`src/rtl/usr_pkg.sv`:
```
// Shared types for the universal shift register: register-mode encoding and
// serialiser FSM states.
package usr_pkg;

    typedef enum logic [2:0] {
        MODE_HOLD = 3'b000,
        MODE_LOAD = 3'b001,
        MODE_SHL  = 3'b010,
        MODE_SHR  = 3'b011,
        MODE_ROL  = 3'b100,
        MODE_ROR  = 3'b101,
        MODE_ASR  = 3'b110,
        MODE_RSVD = 3'b111
    } usr_mode_e;

    typedef enum logic {
        IDLE  = 1'b0,
        SHIFT = 1'b1
    } usr_state_e;

endpackage

```
`src/rtl/universal_shift_reg.sv`:
```
// WIDTH-bit universal register with six shift/rotate/load modes and an
// automatic LSB-first serialiser reporting busy, done and shift count.
module universal_shift_reg
    import usr_pkg::*;
#(
    parameter int               WIDTH     = 8,
    parameter logic [WIDTH-1:0] RESET_VAL = {WIDTH{1'b0}},
    localparam int              CW        = $clog2(WIDTH + 1)
) (
    input  logic             clk,
    input  logic             reset,
    input  logic             en,
    input  logic [2:0]       mode,
    input  logic             start,
    input  logic [WIDTH-1:0] d,
    input  logic             sin_l,
    input  logic             sin_r,
    output logic [WIDTH-1:0] q,
    output logic             sout_lsb,
    output logic             sout_msb,
    output logic             busy,
    output logic             done,
    output logic [CW-1:0]    shift_cnt
);

    localparam logic [CW-1:0] LAST_CNT = CW'(WIDTH - 1);
    localparam logic [CW-1:0] FULL_CNT = CW'(WIDTH);
    localparam logic [CW-1:0] ONE_CNT  = CW'(1);
    localparam logic [CW-1:0] ZERO_CNT = CW'(0);

    usr_mode_e        mode_s;
    usr_state_e       state_r;
    usr_state_e       state_next_s;
    logic [WIDTH-1:0] q_r;
    logic [WIDTH-1:0] q_next_s;
    logic [CW-1:0]    cnt_r;
    logic [CW-1:0]    cnt_next_s;
    logic             done_r;
    logic             done_next_s;
    logic             busy_r;

    assign mode_s = usr_mode_e'(mode);

    // Next-state logic: register-mode mux in IDLE, serial shift-out in SHIFT.
    always_comb begin
        q_next_s     = q_r;
        state_next_s = state_r;
        cnt_next_s   = cnt_r;
        done_next_s  = 1'b0;
        if (en) begin
            case (state_r)
                IDLE: begin
                    if (start) begin
                        q_next_s     = d;
                        cnt_next_s   = ZERO_CNT;
                        state_next_s = SHIFT;
                    end else begin
                        case (mode_s)
                            MODE_HOLD: q_next_s = q_r;
                            MODE_LOAD: q_next_s = d;
                            MODE_SHL:  q_next_s = {q_r[WIDTH-2:0], sin_r};
                            MODE_SHR:  q_next_s = {sin_l, q_r[WIDTH-1:1]};
                            MODE_ROL:  q_next_s = {q_r[WIDTH-2:0], q_r[WIDTH-1]};
                            MODE_ROR:  q_next_s = {q_r[0], q_r[WIDTH-1:1]};
                            MODE_ASR:  q_next_s = {q_r[WIDTH-1], q_r[WIDTH-1:1]};
                            default:   q_next_s = q_r;
                        endcase
                    end
                end
                SHIFT: begin
                    q_next_s = {sin_l, q_r[WIDTH-1:1]};
                    if (cnt_r == LAST_CNT) begin
                        // Final bit leaves: count parks at WIDTH until next start.
                        cnt_next_s   = FULL_CNT;
                        state_next_s = IDLE;
                        done_next_s  = 1'b1;
                    end else begin
                        cnt_next_s   = cnt_r + ONE_CNT;
                    end
                end
                default: begin
                    state_next_s = IDLE;
                end
            endcase
        end else begin
            q_next_s = q_r;
        end
    end

    // State registers; synchronous reset aborts any transfer without done.
    always_ff @(posedge clk) begin
        if (reset) begin
            q_r     <= RESET_VAL;
            state_r <= IDLE;
            cnt_r   <= ZERO_CNT;
            done_r  <= 1'b0;
            busy_r  <= 1'b0;
        end else begin
            q_r     <= q_next_s;
            state_r <= state_next_s;
            cnt_r   <= cnt_next_s;
            done_r  <= done_next_s;
            busy_r  <= (state_next_s == SHIFT);
        end
    end

    assign q         = q_r;
    assign sout_lsb  = q_r[0];
    assign sout_msb  = q_r[WIDTH-1];
    assign busy      = busy_r;
    assign done      = done_r;
    assign shift_cnt = cnt_r;

endmodule

```
`config.mk`:
```
export PLATFORM = sky130hd
export DESIGN_NAME = universal_shift_reg
export DESIGN_NICKNAME = d
export VERILOG_FILES = /design/src/rtl/usr_pkg.sv /design/src/rtl/universal_shift_reg.sv
export SDC_FILE = /design/constraint.sdc
export NUM_CORES = 1
export LEC_CHECK = 0
export CORE_MARGIN = 4
export CORE_UTILIZATION = 45
export CTS_CLUSTER_SIZE = 28
export DETAILED_ROUTE_END_ITERATION = 12
export PLACE_DENSITY = 0.9
export SLEW_MARGIN = 30
export SYNTH_ARGS = -nofsm -noshare
export SYNTH_HDL_FRONTEND = slang
export SYNTH_SLANG_ARGS = --single-unit
```
`constraint.sdc`:
```
create_clock -name clk -period 1.4 [get_ports clk]
set_input_delay 0.14 -clock clk [delete_from_list [all_inputs] [get_ports clk]]
set_output_delay 0.14 -clock clk [all_outputs]
set_load 0.005 [all_outputs]
```
; ---- Word-level counts from Yosys, hierarchy flattened
; Cells that the tools add are included.
[word_totals]
reg_bits = 14
output_inout_bits = 16
[classes]
bitwise = 2
addsub = 1
n_eq_ne = 11
reduce_logical = 4
muxes = 10
[op_table]
columns = cell, n
row1 = $pmux 8 s6, 1
row2 = $pmux 8 s2, 1
row3 = $eq 3x3->1 const B, 3
row4 = $mux 4, 2
row5 = $mux 8, 1
row6 = $ne 8x2->1 const B, 1
row7 = $pmux 4 s2, 1
row8 = $ne 7x2->1 const B, 1
row9 = $eq 3x2->1 const B, 2
row10 = $add 4x1->4 const B, 1
row11 = $eq 4x3->1 const B, 1
row12 = $reduce_and 2->1, 2
row13 = $eq 3x1->1 const B, 1
row14 = $mux 1, 3
row15 = $ne 3x3->1 const B, 1
row16 = $reduce_and 3->1, 1
row17 = $reduce_or 3->1, 1
row18 = $ne 2x2->1 const B, 1
row19 = $not 1->1, 2
row20 = $pmux 1 s2, 1

; ---- Depth between registers and ports, before layout
[depth]
word_depth = 4
depth_mapped = 7
depth_no_buf = 5

; ---- Worst setup path before layout
; No wires, ideal clock.
[synth_timing]
kind = input to register
from = in mode[0]
to = reg q_r[0], in the netlist q[0]
stages = 7
setup_time_ns = 0.139
path_buffers = 3
arrival_ns = 1.114
slack_ns = 0.147
cell_sequence = buf_4 -> and3_1 -> buf_6 -> o21ai_4 -> and2_4 -> buf_6 -> a311oi_2
[synth_via]
elab_chain_cells = 4
word_cells_on_any_way = 11
classes_between = 7 x eq/ne / 3 x mux / 1 x reduce/logical
[synth_lines]
columns = element, line_no
row1 = "start, declared", universal_shift_reg.sv:13  ; input logic [2:0] mode,
row2 = $eq 3x3->1 (tied with other cells), universal_shift_reg.sv:58  ; case (mode_s)
row3 = $pmux 8 s6, universal_shift_reg.sv:58
row4 = $mux 8, universal_shift_reg.sv:53  ; if (start) begin
row5 = $pmux 8 s2, universal_shift_reg.sv:51  ; case (state_r)
row6 = "end signal, assigned", universal_shift_reg.sv:99  ; q_r <= q_next_s;
row7 = "end, declared", universal_shift_reg.sv:34  ; logic [WIDTH-1:0] q_r;
; Several ways; a longest one is shown, not always the timed one.
; A chain may end at the register's enable or synchronous reset.

; ---- Worst setup path in the final report
[layout_timing]
from = reg q_r[1], in the netlist q[1]
to = out q[1]
[layout_rtl]
columns = element, line_no
row1 = "end, declared", universal_shift_reg.sv:18  ; output logic [WIDTH-1:0] q,
; No word-level cell between the ends.

==> impl_metrics.env <==
export IMPL_antenna_found_initial=0
export IMPL_min_period_ns=1.37
export IMPL_cpPeakStageDelay_ns=0.53
export IMPL_r2r_start="shift_cnt[0]$_SDFFE_PP0P_"
export IMPL_area_growth_pct=45.5
export IMPL_grt_pass1_vias=1035
export IMPL_critPathRequiredTime_ns=1.26
export IMPL_drc=0
export IMPL_ys_ff_latch=14
export IMPL_yosys_cell_types_count=40
export IMPL_post_dp_cell_area_mm2=0.00145
export IMPL_drive_gt1_share_pct=27.9
export IMPL_syn_num_nets=139
export IMPL_stdcell_area_mm2=0.00151
export IMPL_path_buf_inv=1
export IMPL_start_kind="flip-flop"
export IMPL_seq_area_frac_synth_pct=27.1
export IMPL_numPortBuffers=32
export IMPL_dr_pass1_iters=4
export IMPL_routedWlPerCell_um=15.2
export IMPL_r2r_cells=5
export IMPL_die_x_um=56.0
export IMPL_endpoint_kind="primary output"
export IMPL_diodes=0
export IMPL_grt_pass1_wl_mm=4.62
export IMPL_worstSetupPathType="reg2out"
export IMPL_pin_count=33
export IMPL_drt_wl_total_mm=2.94
export IMPL_htree_levels=1
export IMPL_outcome="complete, no violations"
export IMPL_cts_made_buffers=3
export IMPL_finalCritPeriodShare_pct=98.0
export IMPL_cts_setup_buffers=0
export IMPL_track_usage_pct=17.8
export IMPL_vdd_drop_max_uv=518
export IMPL_relSlewSlack_pct=81.9
export IMPL_worst_slew_pin_slew_ns=0.268
export IMPL_dpl_hpwl_mm=2.25
export IMPL_path_delay_family="buffers and inverters"
export IMPL_rows=17
export IMPL_avgSynthCellArea_um2=8.56
export IMPL_critPathArrivalTime_ns=1.23
export IMPL_crit_chain="clkdlybuf4s50_1"
export IMPL_min_from="start"
export IMPL_insertion_delay_ns=0.28
export IMPL_via_per_inst=5.78
export IMPL_p_per_area_mw_per_mm2=730
export IMPL_fin_nets=184
export IMPL_fin_util_pct=68.2
export IMPL_max_cap_violations=0
export IMPL_die_h_um=56.0
export IMPL_layout_common_cells="clkdlybuf4s50_1 (24), buf_4 (20), nand2_1 (13), a21oi_1 (13)"
export IMPL_min_path_type="in2reg"
export IMPL_cts_tree="done"
export IMPL_setup_viol=0
export IMPL_whs_path_depth=3
export IMPL_cts_sinks=14
export IMPL_final_common_cell="clkdlybuf4s50_1"
export IMPL_crit_fanout=5
export IMPL_finalMaxSlewViolations=0
export IMPL_synth_cells=121
export IMPL_fp_dieArea_mm2=0.00313
export IMPL_clock_skew_ns=0.000346
export IMPL_worst_r2r_setup_slack_ns=0.12
export IMPL_ys_warn_count=0
export IMPL_floorplan_initialDensity_pct=46.8
export IMPL_drtAntennaViolNets=0
export IMPL_rsz0062_at_grt="no"
export IMPL_hold_viol=0
export IMPL_cp_slowest_cell="clkdlybuf4s50_1"
export IMPL_syn_area_mm2=0.00104
export IMPL_cts_max_path_buffers=2
export IMPL_coreArea_mm2=0.00221
export IMPL_grt_overflow=0
export IMPL_clkTransAtPathRegs_ns=0.09
export IMPL_holdPathEnd="busy$_SDFFE_PP0P_"
export IMPL_p_leak_nw=0.626
export IMPL_final_fill_count=192
export IMPL_grt_max_degree=13
export IMPL_cts_root_buf="clkbuf_4"
export IMPL_drt_iter0_markers=34
export IMPL_vias=1115
export IMPL_gp_congestion=0.867
export IMPL_max_freq_ghz=0.729
export IMPL_r2r_end="shift_cnt[0]$_SDFFE_PP0P_"
## cells in the mapped netlist, drive strengths merged
master / count / share of area [%]
dfxtp: 14 / 27
a21oi: 13 / 6.3
nand2: 13 / 4.7
o21ai: 11 / 6.4
buf: 10 / 7.8
a311oi: 9 / 11
a21o: 8 / 5.8
nand3: 7 / 3.4
nor2: 6 / 2.4
a311o: 3 / 3.0
and2: 3 / 2.3
and3b: 2 / 1.7
clkbuf: 2 / 0.72
mux2i: 2 / 1.9
nand2b: 2 / 1.2
xor2: 2 / 3.5
a211oi: 1 / 0.72
a22oi: 1 / 0.72
a32oi: 1 / 0.85
a41oi: 1 / 0.85
and3: 1 / 0.60
ha: 1 / 1.2
inv: 1 / 0.36
nand4: 1 / 0.60
nor3: 1 / 0.97
nor4: 1 / 0.60
nor4bb: 1 / 0.97
o21ba: 1 / 0.97
o21bai: 1 / 1.1
or3: 1 / 0.60
## kinds of logic (layout without fill, tap and decap cells)
kind of cell	count (synthesis)	in the layout	synth area share, %
AND/OR/NAND/NOR	39	39	20.1
buffers and inverters	13	57	8.94
multiplexers	2	2	1.93
AO/OA/AOI/OAI	50	50	37.3
adder cells (fa/ha/maj)	1	1	1.21
XOR/XNOR	2	2	3.50
flip-flops	14	14	27.1
## state kept, by name (all words and copies together), names as in the netlist
name	count
busy	1
q	8
done	1
shift_cnt	4
## how the worst max path moves through the flow
stage,start,to,slack [ns],cells after the start
after global placement,mode[1],q[0]$_SDFFE_PP0P_,-0.39,6
after detailed placement,mode[2],q[1]$_SDFFE_PP0P_,-0.42,6
final,q[1]$_SDFFE_PP0P_,q[1],0.03,1
after floorplan,mode[0],q[0]$_SDFFE_PP0P_,0.15,7
after CTS,shift_cnt[0]$_SDFFE_PP0P_,shift_cnt[0],0.001,1
after global routing,q[1]$_SDFFE_PP0P_,q[1],0.005,1
## routing by layer
metal / GRT usage, % / vias to the layer above / routed length (um)
met3: 1.86 / 0 / 175
met4: 3.05 / 0 / 0
li1: - / 541 / -
met5: 0 / - / 0
met1: 22.3 / 527 / 1260
met2: 33.1 / 47 / 1500
## layout make-up
type / count / area (um2) / area share [%]
tap: 28 / 35.0 / 2.32
sequential: 14 / 292 / 19.3
timing repair buffer: 52 / 475 / 31.5
multi-input combinational: 94 / 666 / 44.1
clock buffer: 4 / 36.3 / 2.41
inverter: 1 / 3.75 / 0.249
## stage by stage
step	setup slack (ns)	instances	power (mW)	hold slack, ns	setup TNS [ns]
detailed placement	-0.418	189	0.811	0.511	-3.22
floorplan	0.147	121	0.643	0.212	0
global route	0.00540	193	1.15	0.485	0
global placement	-0.394	189	0.798	0.505	-2.75
CTS	0.00143	193	1.11	0.448	0
finish	0.0279	193	1.10	0.458	0
## power by group
group	leakage, nW	switching (mW)	internal (mW)
registers	0.118	0.0271	0.423
logic	0.487	0.155	0.195
clock network	0.0210	0.143	0.158
## what timing repair did
item / in CTS / in global routing
pin swaps: 1 / 0
gates resized for setup: 8 / 9
hold buffers: 0 / 0
setup endpoints to repair: 14 / 9
No activity file was read; power rests on OpenSTA's default activity.
